## src/rtl/apb_pkg.sv

```systemverilog
// Shared APB master definitions: FSM states, response error codes, default widths.
package apb_pkg;

    localparam int unsigned APB_ADDR_W  = 32;
    localparam int unsigned APB_DATA_W  = 32;
    localparam int unsigned APB_TIMEOUT = 16;

    typedef enum logic [1:0] {
        IDLE   = 2'd0,
        SETUP  = 2'd1,
        ACCESS = 2'd2,
        RESP   = 2'd3
    } apb_state_e;

    localparam logic [1:0] APB_OK      = 2'b00;
    localparam logic [1:0] APB_WR_ERR  = 2'b01;
    localparam logic [1:0] APB_RD_ERR  = 2'b10;
    localparam logic [1:0] APB_TIMEOUT_ERR = 2'b11;

endpackage : apb_pkg

```

## src/rtl/apb_wait_timer.sv

```systemverilog
// Bounded wait counter for the APB ACCESS phase.
// Ports: clk, rst (async active-high), clear (zero the counter),
//        count_en (one more cycle without PREADY),
//        expired_c (combinational: the current ACCESS cycle is the last allowed one).
module apb_wait_timer #(
    parameter int unsigned TIMEOUT = 16
) (
    input  logic clk,
    input  logic rst,
    input  logic clear,
    input  logic count_en,
    output logic expired_c
);

    if (TIMEOUT == 0) begin : g_no_timeout
        assign expired_c = 1'b0;
    end else begin : g_timeout
        localparam int unsigned CNT_W = $clog2(TIMEOUT + 1);

        logic [CNT_W-1:0] cnt_q;
        logic [CNT_W-1:0] cnt_d;

        // Next count: clear wins over counting.
        always_comb begin
            cnt_d = cnt_q;
            if (clear) begin
                cnt_d = '0;
            end else if (count_en) begin
                cnt_d = cnt_q + CNT_W'(1);
            end
        end

        always_ff @(posedge clk or posedge rst) begin
            if (rst) begin
                cnt_q <= '0;
            end else begin
                cnt_q <= cnt_d;
            end
        end

        // Counter starts at 0 in the first ACCESS cycle, so TIMEOUT-1 marks the last one.
        assign expired_c = count_en && (cnt_q == CNT_W'(TIMEOUT - 1));
    end

endmodule : apb_wait_timer

```

## src/rtl/apb_master.sv

```systemverilog
// APB initiator: converts single command-port requests into SETUP/ACCESS
// cycles and returns read data / error status on a held response port.
// Ports: PCLK, PRESET (async active-high);
//        cmd_valid/cmd_ready/cmd_write/cmd_addr/cmd_wdata (request);
//        rsp_valid/rsp_ready/rsp_rdata/rsp_err (response);
//        PSEL/PENABLE/PWRITE/PADDR/PWDATA/PRDATA/PREADY/PSLVERR (APB).
module apb_master
    import apb_pkg::*;
#(
    parameter int unsigned ADDR_W  = APB_ADDR_W,
    parameter int unsigned DATA_W  = APB_DATA_W,
    parameter int unsigned TIMEOUT = APB_TIMEOUT
) (
    input  logic              PCLK,
    input  logic              PRESET,
    input  logic              cmd_valid,
    output logic              cmd_ready,
    input  logic              cmd_write,
    input  logic [ADDR_W-1:0] cmd_addr,
    input  logic [DATA_W-1:0] cmd_wdata,
    output logic              rsp_valid,
    input  logic              rsp_ready,
    output logic [DATA_W-1:0] rsp_rdata,
    output logic [1:0]        rsp_err,
    output logic              PSEL,
    output logic              PENABLE,
    output logic              PWRITE,
    output logic [ADDR_W-1:0] PADDR,
    output logic [DATA_W-1:0] PWDATA,
    input  logic [DATA_W-1:0] PRDATA,
    input  logic              PREADY,
    input  logic [1:0]        PSLVERR
);

    apb_state_e        state_q,     state_d;
    logic              psel_q,      psel_d;
    logic              penable_q,   penable_d;
    logic              pwrite_q,    pwrite_d;
    logic [ADDR_W-1:0] paddr_q,     paddr_d;
    logic [DATA_W-1:0] pwdata_q,    pwdata_d;
    logic              rsp_valid_q, rsp_valid_d;
    logic [DATA_W-1:0] rsp_rdata_q, rsp_rdata_d;
    logic [1:0]        rsp_err_q,   rsp_err_d;

    logic timer_clear;
    logic timer_en;
    logic timer_expired_c;

    // Timer control comes straight from state so the expiry path has no loop through the FSM.
    assign timer_clear = (state_q == SETUP);
    assign timer_en    = (state_q == ACCESS) && !PREADY;

    apb_wait_timer #(
        .TIMEOUT (TIMEOUT)
    ) u_wait_timer (
        .clk       (PCLK),
        .rst       (PRESET),
        .clear     (timer_clear),
        .count_en  (timer_en),
        .expired_c (timer_expired_c)
    );

    // Next-state and registered-output logic.
    always_comb begin
        state_d     = state_q;
        psel_d      = psel_q;
        penable_d   = penable_q;
        pwrite_d    = pwrite_q;
        paddr_d     = paddr_q;
        pwdata_d    = pwdata_q;
        rsp_valid_d = rsp_valid_q;
        rsp_rdata_d = rsp_rdata_q;
        rsp_err_d   = rsp_err_q;

        case (state_q)
            IDLE: begin
                if (cmd_valid) begin
                    pwrite_d = cmd_write;
                    paddr_d  = cmd_addr;
                    pwdata_d = cmd_wdata;
                    psel_d   = 1'b1;
                    state_d  = SETUP;
                end
            end
            SETUP: begin
                penable_d = 1'b1;
                state_d   = ACCESS;
            end
            ACCESS: begin
                // PREADY has priority over an expiry in the same cycle.
                if (PREADY) begin
                    psel_d      = 1'b0;
                    penable_d   = 1'b0;
                    rsp_rdata_d = pwrite_q ? '0 : PRDATA;
                    rsp_err_d   = PSLVERR;
                    rsp_valid_d = 1'b1;
                    state_d     = RESP;
                end else if (timer_expired_c) begin
                    psel_d      = 1'b0;
                    penable_d   = 1'b0;
                    rsp_rdata_d = '0;
                    rsp_err_d   = APB_TIMEOUT_ERR;
                    rsp_valid_d = 1'b1;
                    state_d     = RESP;
                end
            end
            RESP: begin
                if (rsp_ready) begin
                    rsp_valid_d = 1'b0;
                    state_d     = IDLE;
                end
            end
            default: begin
                state_d = IDLE;
            end
        endcase
    end

    always_ff @(posedge PCLK or posedge PRESET) begin
        if (PRESET) begin
            state_q     <= IDLE;
            psel_q      <= 1'b0;
            penable_q   <= 1'b0;
            pwrite_q    <= 1'b0;
            paddr_q     <= '0;
            pwdata_q    <= '0;
            rsp_valid_q <= 1'b0;
            rsp_rdata_q <= '0;
            rsp_err_q   <= APB_OK;
        end else begin
            state_q     <= state_d;
            psel_q      <= psel_d;
            penable_q   <= penable_d;
            pwrite_q    <= pwrite_d;
            paddr_q     <= paddr_d;
            pwdata_q    <= pwdata_d;
            rsp_valid_q <= rsp_valid_d;
            rsp_rdata_q <= rsp_rdata_d;
            rsp_err_q   <= rsp_err_d;
        end
    end

    assign cmd_ready = (state_q == IDLE) && !PRESET;
    assign PSEL      = psel_q;
    assign PENABLE   = penable_q;
    assign PWRITE    = pwrite_q;
    assign PADDR     = paddr_q;
    assign PWDATA    = pwdata_q;
    assign rsp_valid = rsp_valid_q;
    assign rsp_rdata = rsp_rdata_q;
    assign rsp_err   = rsp_err_q;

endmodule : apb_master

```

## config.mk

```make
export PLATFORM = sky130hd
export DESIGN_NAME = apb_master
export DESIGN_NICKNAME = d
export VERILOG_FILES = /design/src/rtl/apb_pkg.sv /design/src/rtl/apb_wait_timer.sv /design/src/rtl/apb_master.sv
export SDC_FILE = /design/constraint.sdc
export NUM_CORES = 1
export LEC_CHECK = 0
export ABC_AREA = 1
export BUFFER_PORTS_ARGS = -buffer_cell sky130_fd_sc_hd__buf_2
export CORE_AREA = 2 2 98 138
export DETAILED_ROUTE_END_ITERATION = 10
export DIE_AREA = 0 0 100 140
export PLACE_DENSITY = 0.67
export RECOVER_POWER = 25
export REMOVE_ABC_BUFFERS = 1
export SYNTH_ARGS = -nofsm -noshare
export SYNTH_HDL_FRONTEND = slang
export SYNTH_SLANG_ARGS = --single-unit
```

## constraint.sdc

```tcl
create_clock -name PCLK -period 3.2 [get_ports PCLK]
set_clock_uncertainty 0.05 [all_clocks]
set_input_delay 0.16 -clock PCLK [delete_from_list [all_inputs] [get_ports PCLK]]
set_output_delay 0.16 -clock PCLK [all_outputs]
set_load 0.1 [all_outputs]
```

==> metrics.md, run 1 <==
| Metric | Value |
|---|---|
| Final HPWL from detailed placement | 8.347 mm |
| Final-report setup violation count | 0 |
| Master cell of the clock root buffer | sky130_fd_sc_hd__clkbuf_16 |
| IO Port Bufs | 206 |
| Final estimated routing congestion in global placement | 0.7444 |
| Number of sinks driven by the clock tree | 109 |
| GRT Residual Overflow | 0 |
| Upper clock frequency limit | 466.5 MHz |
| Proportion of synthesized flip-flops having asynchronous set or reset | 1.000 |
| Final hold slack | -0.001089 ns |
| Post-synthesis instance area | 0.004382 mm^2 |
| Critical Path AT | 2.38 ns |
| Number of vias per cell after detailed routing | 4.673 |
| DRC violations left | 0 |
| Synthesis Warnings | 0 |
| Max Root-Sink Buffers | 2 |
| CTS tree | built |
| Via count | 3818 |
| Synth unique cells | 19 |
| Clock buffers created by TritonCTS | 9 |
| I/O pin total | 207 |
| Critical hold path startpoint | PRDATA[23] |
| Iteration-0 DRC count of the detailed router | 154 |
| Max-cap violations | 0 |
| EDFF count, synth | 0 |
| Max-slew headroom | 0.1931 |
| Cell Rows | 49 |
| Type of the tightest min-delay check | in -> reg |
| Post-layout min period | 2.144 ns |
| Final Hold Violating Endpoints | 1 |
| Mean cell area of the mapped netlist | 12.14 um^2 |
| Biggest area contributors in the synthesized netlist | sky130_fd_sc_hd__dfrtp_1, sky130_fd_sc_hd__mux2_2, sky130_fd_sc_hd__nand2_1 |
| Antenna violations before repair | 0 |
| Clock Pin Slew Worst Setup and Hold Paths | 0.08 ns |
| Number of instances in the synthesized netlist | 361 |
| Share of post-route cells with drive strength above 1 | 0.4142 |
| Signed area change from the synthesized netlist to the final layout | 53.14% |
| Status | finished with violations |
| Worst slack after detailed placement | 1.080 ns |
| Routed wire length per instance | 15.16 um |
| Initial Utilization | 0.3436 |
| First-pass GRT wire length | 19.72 mm |
| Buffers inserted by post-CTS timing repair | 0 |
| Crit. End Element | flip-flop |
| Count of TritonRoute iterations in the first routing pass | 4 |
| Post-synthesis sequential area ratio | 0.6225 |
| Launching instance or port of the critical path | u_wait_timer.g_timeout.cnt_q[0]$_DFFE_PP0P_ |
| CORE AREA | 0.01275 mm^2 |
| Routed Antenna Nets | 0 |
| Floorplan die area | 0.01400 mm^2 |
| Unrepaired setup endpoints after global routing | no |
| Number of synthesized register bits | 109 |
| Die X | 100 um |
| Final WL | 12.39 mm |
| Top-count cell post-synth | sky130_fd_sc_hd__dfrtp_1 |
| Overall track demand over capacity in global routing | 0.1804 |
| Leading area contributor after synthesis | sky130_fd_sc_hd__dfrtp_1 |
| Critical path class | reg -> reg |
| Top FF cell, synth | sky130_fd_sc_hd__dfrtp_1 |
| Most instantiated cells after synthesis | sky130_fd_sc_hd__dfrtp_1, sky130_fd_sc_hd__nand2_1, sky130_fd_sc_hd__mux2_2, sky130_fd_sc_hd__nand3_1, sky130_fd_sc_hd__inv_1 |
| Number of global-route vias before repair | 4024 |
| Area share of the largest cell type after synthesis | 0.6225 |
| Post-layout nets | 770 |
| Clock H-tree levels | 3 |
| Final setup margin | 1.056 ns |
| Number of resized instances in the post-cts repair step | 0 |
| Maximum fanout along the worst path | 37 |
| Worst setup SP type | flip-flop |
| Transition time at the pin with the least slew margin | 1.216 ns |
| Die span in y | 140 um |
| Violated checks | hold timing |
| Clock network latency to the later pin of the worst-skew pair | 0.35 ns |
| Launch point of the worst reg-to-reg path | u_wait_timer.g_timeout.cnt_q[0]$_DFFE_PP0P_ |
| Share of the clock period used by the worst path after layout | 0.6699 |
| Number of max-slew violations in the final report | 0 |
| Data required time at the worst endpoint | 3.43 ns |
| Setup tns final | 0 ns |
| Largest net degree at the start of global routing | 61 |
| Number of antenna cells inserted | 0 |
flip-flops by register name, summed over array words and instances (netlist names):
register,cells
PADDR,32
PENABLE,1
PSEL,1
PWDATA,32
PWRITE,1
rsp_err,2
rsp_rdata,32
rsp_valid,1
state_q,2
u_wait_timer.g_timeout.cnt_q,5
cell type report:
type | instances | area, um^2
clock inverter | 6 | 52.55
multi-input combinational | 221 | 1465
clock buffer | 10 | 239.0
sequential | 109 | 2728
timing repair buffer | 303 | 1976
fill | 1117 | 6042
inverter | 15 | 58.81
tap | 153 | 191.4
worst paths after layout:
| kind | end | slack (ns) | cells past startpoint |
|---|---|---|---|
| worst max-delay path | rsp_rdata[8]$_DFFE_PP0P_ | 1.06 | 9 |
| worst min-delay path | rsp_rdata[23]$_DFFE_PP0P_ | -0.001 | 3 |
| worst max register to register | rsp_rdata[8]$_DFFE_PP0P_ | 1.06 | 9 |
| worst min register to register | rsp_rdata[16]$_DFFE_PP0P_ | 0.43 | 2 |
| max in group asynchronous | rsp_rdata[21]$_DFFE_PP0P_ | 1.82 | 4 |
| min in group asynchronous | PSEL$_DFFE_PP0P_ | 0.44 | 3 |
placed cells by master, fill, tap and decap left out, drive strengths merged, types with 7 or more instances in the layout:
cell type,instances
buf,187
ha,7
dlygate4sd3,93
inv,18
nand2,92
dfrtp,109
mux2,65
nor2,11
clkbuf,33
nand3,36
repair_timing:
item	CTS	global route
setup endpoints to repair	0	0
hold buffers	92	1
endpoints found under the hold margin	149	1
stage by stage:
stage | utilization | cell area [um^2] | hold WS (ns) | std cells
5_1_grt | 0.5262 | 6710 | 0.003069 | 817
3_3_place_gp | 0.4326 | 5517 | 0.2883 | 708
3_5_place_dp | 0.4326 | 5517 | 0.2982 | 708
4_1_cts | 0.5277 | 6729 | 0.002279 | 816
6_report | 0.5262 | 6710 | -0.001089 | 817
2_1_floorplan | - | 4244 | 0.2477 | 345
critical path, stage by stage, from the launching register on:
cell and delay [ns]:
sky130_fd_sc_hd__dfrtp_1 0.40, sky130_fd_sc_hd__ha_1 0.22, sky130_fd_sc_hd__inv_1 0.08, sky130_fd_sc_hd__nor2_1 0.05, sky130_fd_sc_hd__ha_1 0.17, sky130_fd_sc_hd__nand2_1 0.12, sky130_fd_sc_hd__nand2_4 0.24, sky130_fd_sc_hd__inv_2 0.50
sky130_fd_sc_hd__nand2_1 0.13, sky130_fd_sc_hd__nand2_1 0.10
cell families after synthesis:
logic type	count (synthesis)	synth area share
DFF	109	0.6225
adders and majority gates	7	0.01999
AOI/OAI and AO/OA	7	0.01028
buffers and inverters	31	0.04426
and+or+nand+nor	142	0.1359
muxes	65	0.1670
layer usage:
layer / track usage / share of wire / vias to the layer above
li1: - / - / 1785
met1: 0.2027 / 0.37 / 1851
met2: 0.3233 / 0.54 / 148
met3: 0.02844 / 0.045 / 34
met4: 0.09661 / 0.038 / 0
met5: 0 / 0 / -
Power of run 1 is left out: the tool's default activity adds up to more than one toggle a clock period on the data nets, which glitch-free logic cannot reach.
==> inputs of run 2 (changes only) <==
Settings changed: ABC_AREA 1 to 0, CORE_AREA 2 2 98 138 to 2 2 97 137, DIE_AREA 0 0 100 140 to 0 0 99 139, PLACE_DENSITY 0.67 to 0.65.
Clock period 3.2 ns to 2.16 ns, I/O delays scaled along.
==> run 2 against run 1 <==
  * The flow now finishes without violations
  * Wire length down 6.2%
  * Cell area rose by 1.9%
  * Via count decreased by 2.8%
  * Highest routed layer unchanged
==> metrics.md, run 2 <==
| Metric | Value |
|---|---|
| CTS tree | built |
| Initial Utilization | 0.3423 |
| Synthesis Warnings | 0 |
| Synth unique cells | 28 |
| Clock network latency to the later pin of the worst-skew pair | 0.34 ns |
| Maximum fanout along the worst path | 4 |
| Upper clock frequency limit | 516.6 MHz |
| Die X | 99 um |
| Final estimated routing congestion in global placement | 0.8219 |
| Routed Antenna Nets | 0 |
| Floorplan die area | 0.01376 mm^2 |
| Worst setup SP type | flip-flop |
| Die span in y | 139 um |
| EDFF count, synth | 0 |
| Post-synthesis instance area | 0.004302 mm^2 |
| Post-synthesis sequential area ratio | 0.6341 |
| Leading cell type in the layout, fill and taps excluded | sky130_fd_sc_hd__buf_2 |
| Antenna violations before repair | 0 |
| Most repeated library cell on the critical path | sky130_fd_sc_hd__ha_1 |
| Top-count cell post-synth | sky130_fd_sc_hd__dfrtp_1 |
| Max-slew headroom | 0.2260 |
| Highest-count cells in the layout ignoring fill and taps | sky130_fd_sc_hd__buf_2, sky130_fd_sc_hd__dfrtp_1, sky130_fd_sc_hd__dlygate4sd3_1, sky130_fd_sc_hd__nand2_1, sky130_fd_sc_hd__mux2_2 |
| Post-layout min period | 1.936 ns |
| Clock Pin Slew Worst Setup and Hold Paths | 0.07 ns |
| Overall track demand over capacity in global routing | 0.1656 |
| Iteration-0 DRC count of the detailed router | 53 |
| GRT Residual Overflow | 0 |
| Status | finished, final reports clean |
| Final-report setup violation count | 0 |
| Max-cap violations | 0 |
| Number of antenna cells inserted | 0 |
| Final WL | 11.62 mm |
| Post-synthesis compound-gate area fraction | 0.01920 |
| Number of sinks driven by the clock tree | 109 |
| Data required time at the worst endpoint | 2.37 ns |
| Number of global-route vias before repair | 3847 |
| Most instantiated cells after synthesis | sky130_fd_sc_hd__dfrtp_1, sky130_fd_sc_hd__nand2_1, sky130_fd_sc_hd__mux2_2, sky130_fd_sc_hd__nand3_1, sky130_fd_sc_hd__clkbuf_1 |
| Proportion of synthesized flip-flops having asynchronous set or reset | 1.000 |
| Crit. End Element | flip-flop |
| Leading area contributor after synthesis | sky130_fd_sc_hd__dfrtp_1 |
| Maximum single-stage delay on the critical path | 0.51 ns |
| Family with the most delay on the worst path | compound AO/OA/AOI/OAI gates |
| Buffers inserted by post-CTS timing repair | 0 |
| Final Hold Violating Endpoints | 0 |
| Critical Path AT | 2.15 ns |
| Worst slack after detailed placement | 0.2550 ns |
| Max Root-Sink Buffers | 2 |
| Type of the tightest min-delay check | in -> reg |
| Cell at the slowest stage of the critical path | sky130_fd_sc_hd__a222oi_1 |
| Multiplexer share of the synthesized area | 0.1798 |
| Final setup margin | 0.2241 ns |
| Number of synthesized register bits | 109 |
| Largest net degree at the start of global routing | 44 |
| I/O pin total | 207 |
| Signed area change from the synthesized netlist to the final layout | 58.90% |
| Ordered list of cells on the worst path | ha_1 > and3_1 > ha_1 > inv_1 > a222oi_1 > mux2i_1 |
| Critical path class | reg -> reg |
| Routed wire length per instance | 14.38 um |
| Setup tns final | 0 ns |
| Biggest area contributors in the synthesized netlist | sky130_fd_sc_hd__dfrtp_1, sky130_fd_sc_hd__mux2_2, sky130_fd_sc_hd__nand2_1 |
| Final HPWL from detailed placement | 7.877 mm |
| Area share of the largest cell type after synthesis | 0.6341 |
| Top FF cell, synth | sky130_fd_sc_hd__dfrtp_1 |
| Cell Rows | 49 |
| Master cell of the clock root buffer | sky130_fd_sc_hd__clkbuf_16 |
| Share of the synthesized netlist area taken by xor and xnor gates | 0.004072 |
| Unrepaired setup endpoints after global routing | no |
| Number of vias per cell after detailed routing | 4.592 |
| Via count | 3710 |
| Worst path buffer plus inverter count | 1 |
| Main combinational cell family by area after synthesis | multiplexers |
| Simple-gate portion of the synthesized area | 0.1152 |
| Number of max-slew violations in the final report | 0 |
| Clock buffers created by TritonCTS | 9 |
| Post-layout nets | 761 |
| Area share of fa/ha/maj cells after synthesis | 0.02036 |
| Share of the clock period used by the worst path after layout | 0.8962 |
| DRC violations left | 0 |
| Count of TritonRoute iterations in the first routing pass | 4 |
| CORE AREA | 0.01257 mm^2 |
| First-pass GRT wire length | 18.20 mm |
| IO Port Bufs | 206 |
| Number of instances in the synthesized netlist | 341 |
| Transition time at the pin with the least slew margin | 1.166 ns |
| Mean cell area of the mapped netlist | 12.61 um^2 |
| Clock H-tree levels | 3 |
| Share of post-route cells with drive strength above 1 | 0.4565 |
[run 2: cell count changes after synthesis, sizes merged, moves of 3 or more]
cell    change
nand3       -4
inv         -7
clkbuf     +10
nor2        -5
nand2      -24
buf         -7
mux2i       +3
nor2b       +4
[run 2: timing repair]
action                                 CTS  global route
hold buffers                           101             0
gates resized for setup                  0             0
endpoints found under the hold margin  135             0
[run 2: final cells by class]
| class | instances | area [um^2] |
|---|---|---|
| clock inverter | 7 | 57.56 |
| timing repair buffer | 317 | 2136 |
| tap | 153 | 191.4 |
| multi-input combinational | 205 | 1465 |
| clock buffer | 9 | 225.2 |
| fill | 1065 | 5733 |
| inverter | 8 | 32.53 |
| sequential | 109 | 2728 |
[run 2: cell families after synthesis]
family | after synthesis
mux | 69
fa+ha+maj | 7
buf+inv | 27
simple gates | 115
flops | 109
compound gates | 12
xor+xnor | 2
[run 2: metal layers]
metal  part of all wire  up-vias  wire [um]  track usage
met3              0.052       26        601      0.02823
met2               0.56      128       6494       0.3126
met5                  0        -          0            0
li1                   -     1761          -            -
met1               0.36     1795       4180       0.1731
met4              0.030        0        345      0.08003
[run 2: stage by stage]
stage,hold slack (ns),util,instance area (um^2),std cells
after global routing,0.1405,0.5439,6835,808
after detailed placement,0.1324,0.4424,5560,691
after floorplan,0.1566,-,4214,322
final,0.1162,0.5439,6835,808
after global placement,0.1292,0.4424,5560,691
after CTS,0.1060,0.5453,6854,808
[run 2: final timing paths]
check                      slack, ns                                         from  depth (start not counted)                  endpoint
setup / recovery                0.22  u_wait_timer.g_timeout.cnt_q[0]$_DFFE_PP0P_                          6    state_q[0]$_DFFE_PP0P_
hold / removal                  0.12                                       PREADY                          3    rsp_err[1]$_DFFE_PP0P_
setup reg to reg                0.22  u_wait_timer.g_timeout.cnt_q[0]$_DFFE_PP0P_                          6    state_q[0]$_DFFE_PP0P_
hold reg to reg                 0.41                     rsp_rdata[1]$_DFFE_PP0P_                          2  rsp_rdata[1]$_DFFE_PP0P_
max in group asynchronous       0.37                                       PRESET                          4     PADDR[20]$_DFFE_PP0P_
min in group asynchronous       0.31                                       PRESET                          3     PADDR[26]$_DFFE_PP0P_
[run 2: tightest hold or removal path, stage by stage]
cell and delay [ns]:
sky130_fd_sc_hd__buf_2 0.14, sky130_fd_sc_hd__nand2_1 0.09, sky130_fd_sc_hd__o22a_1 0.13
Power of run 2 is left out for the same reason.
==> inputs of run 3 (changes only) <==
Settings changed: ABC_AREA 0 to 1, CORE_AREA 2 2 97 137 to 2 2 98 138, DIE_AREA 0 0 99 139 to 0 0 100 140.
==> run 3 against run 2 <==
  * Critical path depth down 1
  * Wire length is 7.7% higher
  * Clock-buffer cell count did not move
  * Global-route usage grew 1.6 points
  * Fmax rose by 4.6%
  * Setup slack better by 0.085 ns
  * Worst hold slack got worse by 0.070 ns
  * Critical endpoint is now cmd_ready
  * Register-to-register slack better by 0.096 ns
  * Via count rose by 3.6%
  * Non-clock buffer count is 5 lower
  * Cell count increased by 2.1%
==> metrics.md, run 3 (same netlist as run 1, synthesis figures left out) <==
| Metric | Value |
|---|---|
| Upper clock frequency limit | 540.2 MHz |
| Number of global-route vias before repair | 4259 |
| Ordered list of cells on the worst path | inv_1 > ha_1 > inv_1 > nor2_1 > buf_2 |
| Final-report setup violation count | 0 |
| Share of post-route cells with drive strength above 1 | 0.4420 |
| Die span in y | 140 um |
| Worst setup SP type | flip-flop |
| Final WL | 12.51 mm |
| Die X | 100 um |
| Utilization after layout | 0.5338 |
| Maximum single-stage delay on the critical path | 0.44 ns |
| Critical Path AT | 1.69 ns |
| Number of standard cells in the layout, taps in and fillers out | 825 |
| Largest net degree at the start of global routing | 65 |
| DRC violations left | 0 |
| Final hold slack | 0.04635 ns |
| Clock buffers created by TritonCTS | 9 |
| Routed Antenna Nets | 0 |
| Share of the clock period used by the worst path after layout | 0.8570 |
| Cell at the slowest stage of the critical path | sky130_fd_sc_hd__buf_2 |
| Signed area change from the synthesized netlist to the final layout | 55.34% |
| Via count | 3844 |
| Count of TritonRoute iterations in the first routing pass | 4 |
| Number of resized instances in the post-cts repair step | 0 |
| GRT Residual Overflow | 0 |
| Number of placed instances with taps included | 709 |
| Overall track demand over capacity in global routing | 0.1813 |
| Clock Pin Slew Worst Setup and Hold Paths | 0.07 ns |
| Final Hold Violating Endpoints | 0 |
| Maximum fanout along the worst path | 4 |
| CTS tree | built |
| Number of sinks driven by the clock tree | 109 |
| Leading cell type in the layout, fill and taps excluded | sky130_fd_sc_hd__buf_2 |
| Cell Rows | 49 |
| First-pass GRT wire length | 20.13 mm |
| Iteration-0 DRC count of the detailed router | 124 |
| Max Root-Sink Buffers | 2 |
| Antenna violations before repair | 0 |
| Initial Utilization | 0.3436 |
| Post-layout min period | 1.851 ns |
| Number of vias per cell after detailed routing | 4.659 |
| Floorplan die area | 0.01400 mm^2 |
| Routed wire length per instance | 15.17 um |
| CORE AREA | 0.01275 mm^2 |
| Final HPWL from detailed placement | 8.076 mm |
| IO Port Bufs | 206 |
| I/O pin total | 207 |
| Crit. End Element | output port |
| Clock H-tree levels | 3 |
| Post-layout nets | 779 |
| Critical path class | reg -> out |
| Final estimated routing congestion in global placement | 0.7779 |
| Unrepaired setup endpoints after global routing | no |
| Transition time at the pin with the least slew margin | 0.7003 ns |
| Most repeated library cell on the critical path | sky130_fd_sc_hd__inv_1 |
| Clock network latency to the later pin of the worst-skew pair | 0.34 ns |
| Max-cap violations | 0 |
| Data required time at the worst endpoint | 2.00 ns |
| Status | finished, final reports clean |
| Highest-count cells in the layout ignoring fill and taps | sky130_fd_sc_hd__buf_2, sky130_fd_sc_hd__dfrtp_1, sky130_fd_sc_hd__dlygate4sd3_1, sky130_fd_sc_hd__nand2_1, sky130_fd_sc_hd__mux2_2 |
| Max-slew headroom | 0.5332 |
| Type of the tightest min-delay check | in -> reg |
| Number of antenna cells inserted | 0 |
| Master cell of the clock root buffer | sky130_fd_sc_hd__clkbuf_16 |
| Number of max-slew violations in the final report | 0 |
==> run 3: cell types whose count changed in the layout (fill, tap and decap cells not counted), sizes merged, moves of 3 or more <==
cell	previous run	this run
nand2	68	92
inv	11	17
buf	212	209
nand3	32	36
nor2	6	11
nor2b	4	0
mux2i	3	0
==> run 3: per-stage QoR <==
stage | cell area, um^2 | TNS (ns) | worst slack, ns
finish | 6807 | 0 | 0.3088
global route | 6807 | 0 | 0.1286
CTS | 6820 | 0 | 0.3221
detailed placement | 5537 | 0 | 0.3375
global placement | 5537 | 0 | 0.4040
floorplan | 4244 | -132.55 | -0.8719
==> run 3: path summary, 6_finish.rpt <==
kind	cells past startpoint	slack, ns	end	startpoint
min	4	0.05	u_wait_timer.g_timeout.cnt_q[1]$_DFFE_PP0P_	PREADY
max in group asynchronous	4	0.67	PADDR[16]$_DFFE_PP0P_	PRESET
min in group asynchronous	3	0.29	rsp_valid$_DFFE_PP0P_	PRESET
max	5	0.31	cmd_ready	state_q[0]$_DFFE_PP0P_
min reg2reg	2	0.43	rsp_rdata[23]$_DFFE_PP0P_	rsp_rdata[23]$_DFFE_PP0P_
max reg2reg	9	0.32	rsp_rdata[17]$_DFFE_PP0P_	u_wait_timer.g_timeout.cnt_q[0]$_DFFE_PP0P_
==> run 3: area by class of cell <==
cell class | instances | area [um^2]
flip-flops and latches | 109 | 2728
repair buffers | 312 | 2091
well taps | 153 | 191.4
fillers | 1060 | 5946
clock buffers | 9 | 225.2
multi-input cells | 221 | 1465
clock inverters | 6 | 47.55
inverters | 15 | 58.81
==> run 3: routing by layer <==
layer / GRT usage / vias up / wire [um]
met4: 0.1125 / 0 / 714
met1: 0.1881 / 1857 / 4505
met5: 0 / - / 0
met3: 0.02794 / 54 / 433
met2: 0.3346 / 138 / 6862
li1: - / 1795 / -
==> run 3: critical path: cells and delay by family, from the launching register on <==
kind	cells	cell delay, ns
adder cells (fa/ha/maj)	1	0.23
AND/OR/NAND/NOR	1	0.09
buffers and inverters	3	0.61
flip-flops	1	0.42
==> run 3: what timing repair did <==
| item | CTS | global route |
|---|---|---|
| endpoints found under the hold margin | 134 | 0 |
| hold buffers | 101 | 0 |
| setup buffers | 0 | 0 |
Power of run 3 is left out for the same reason.
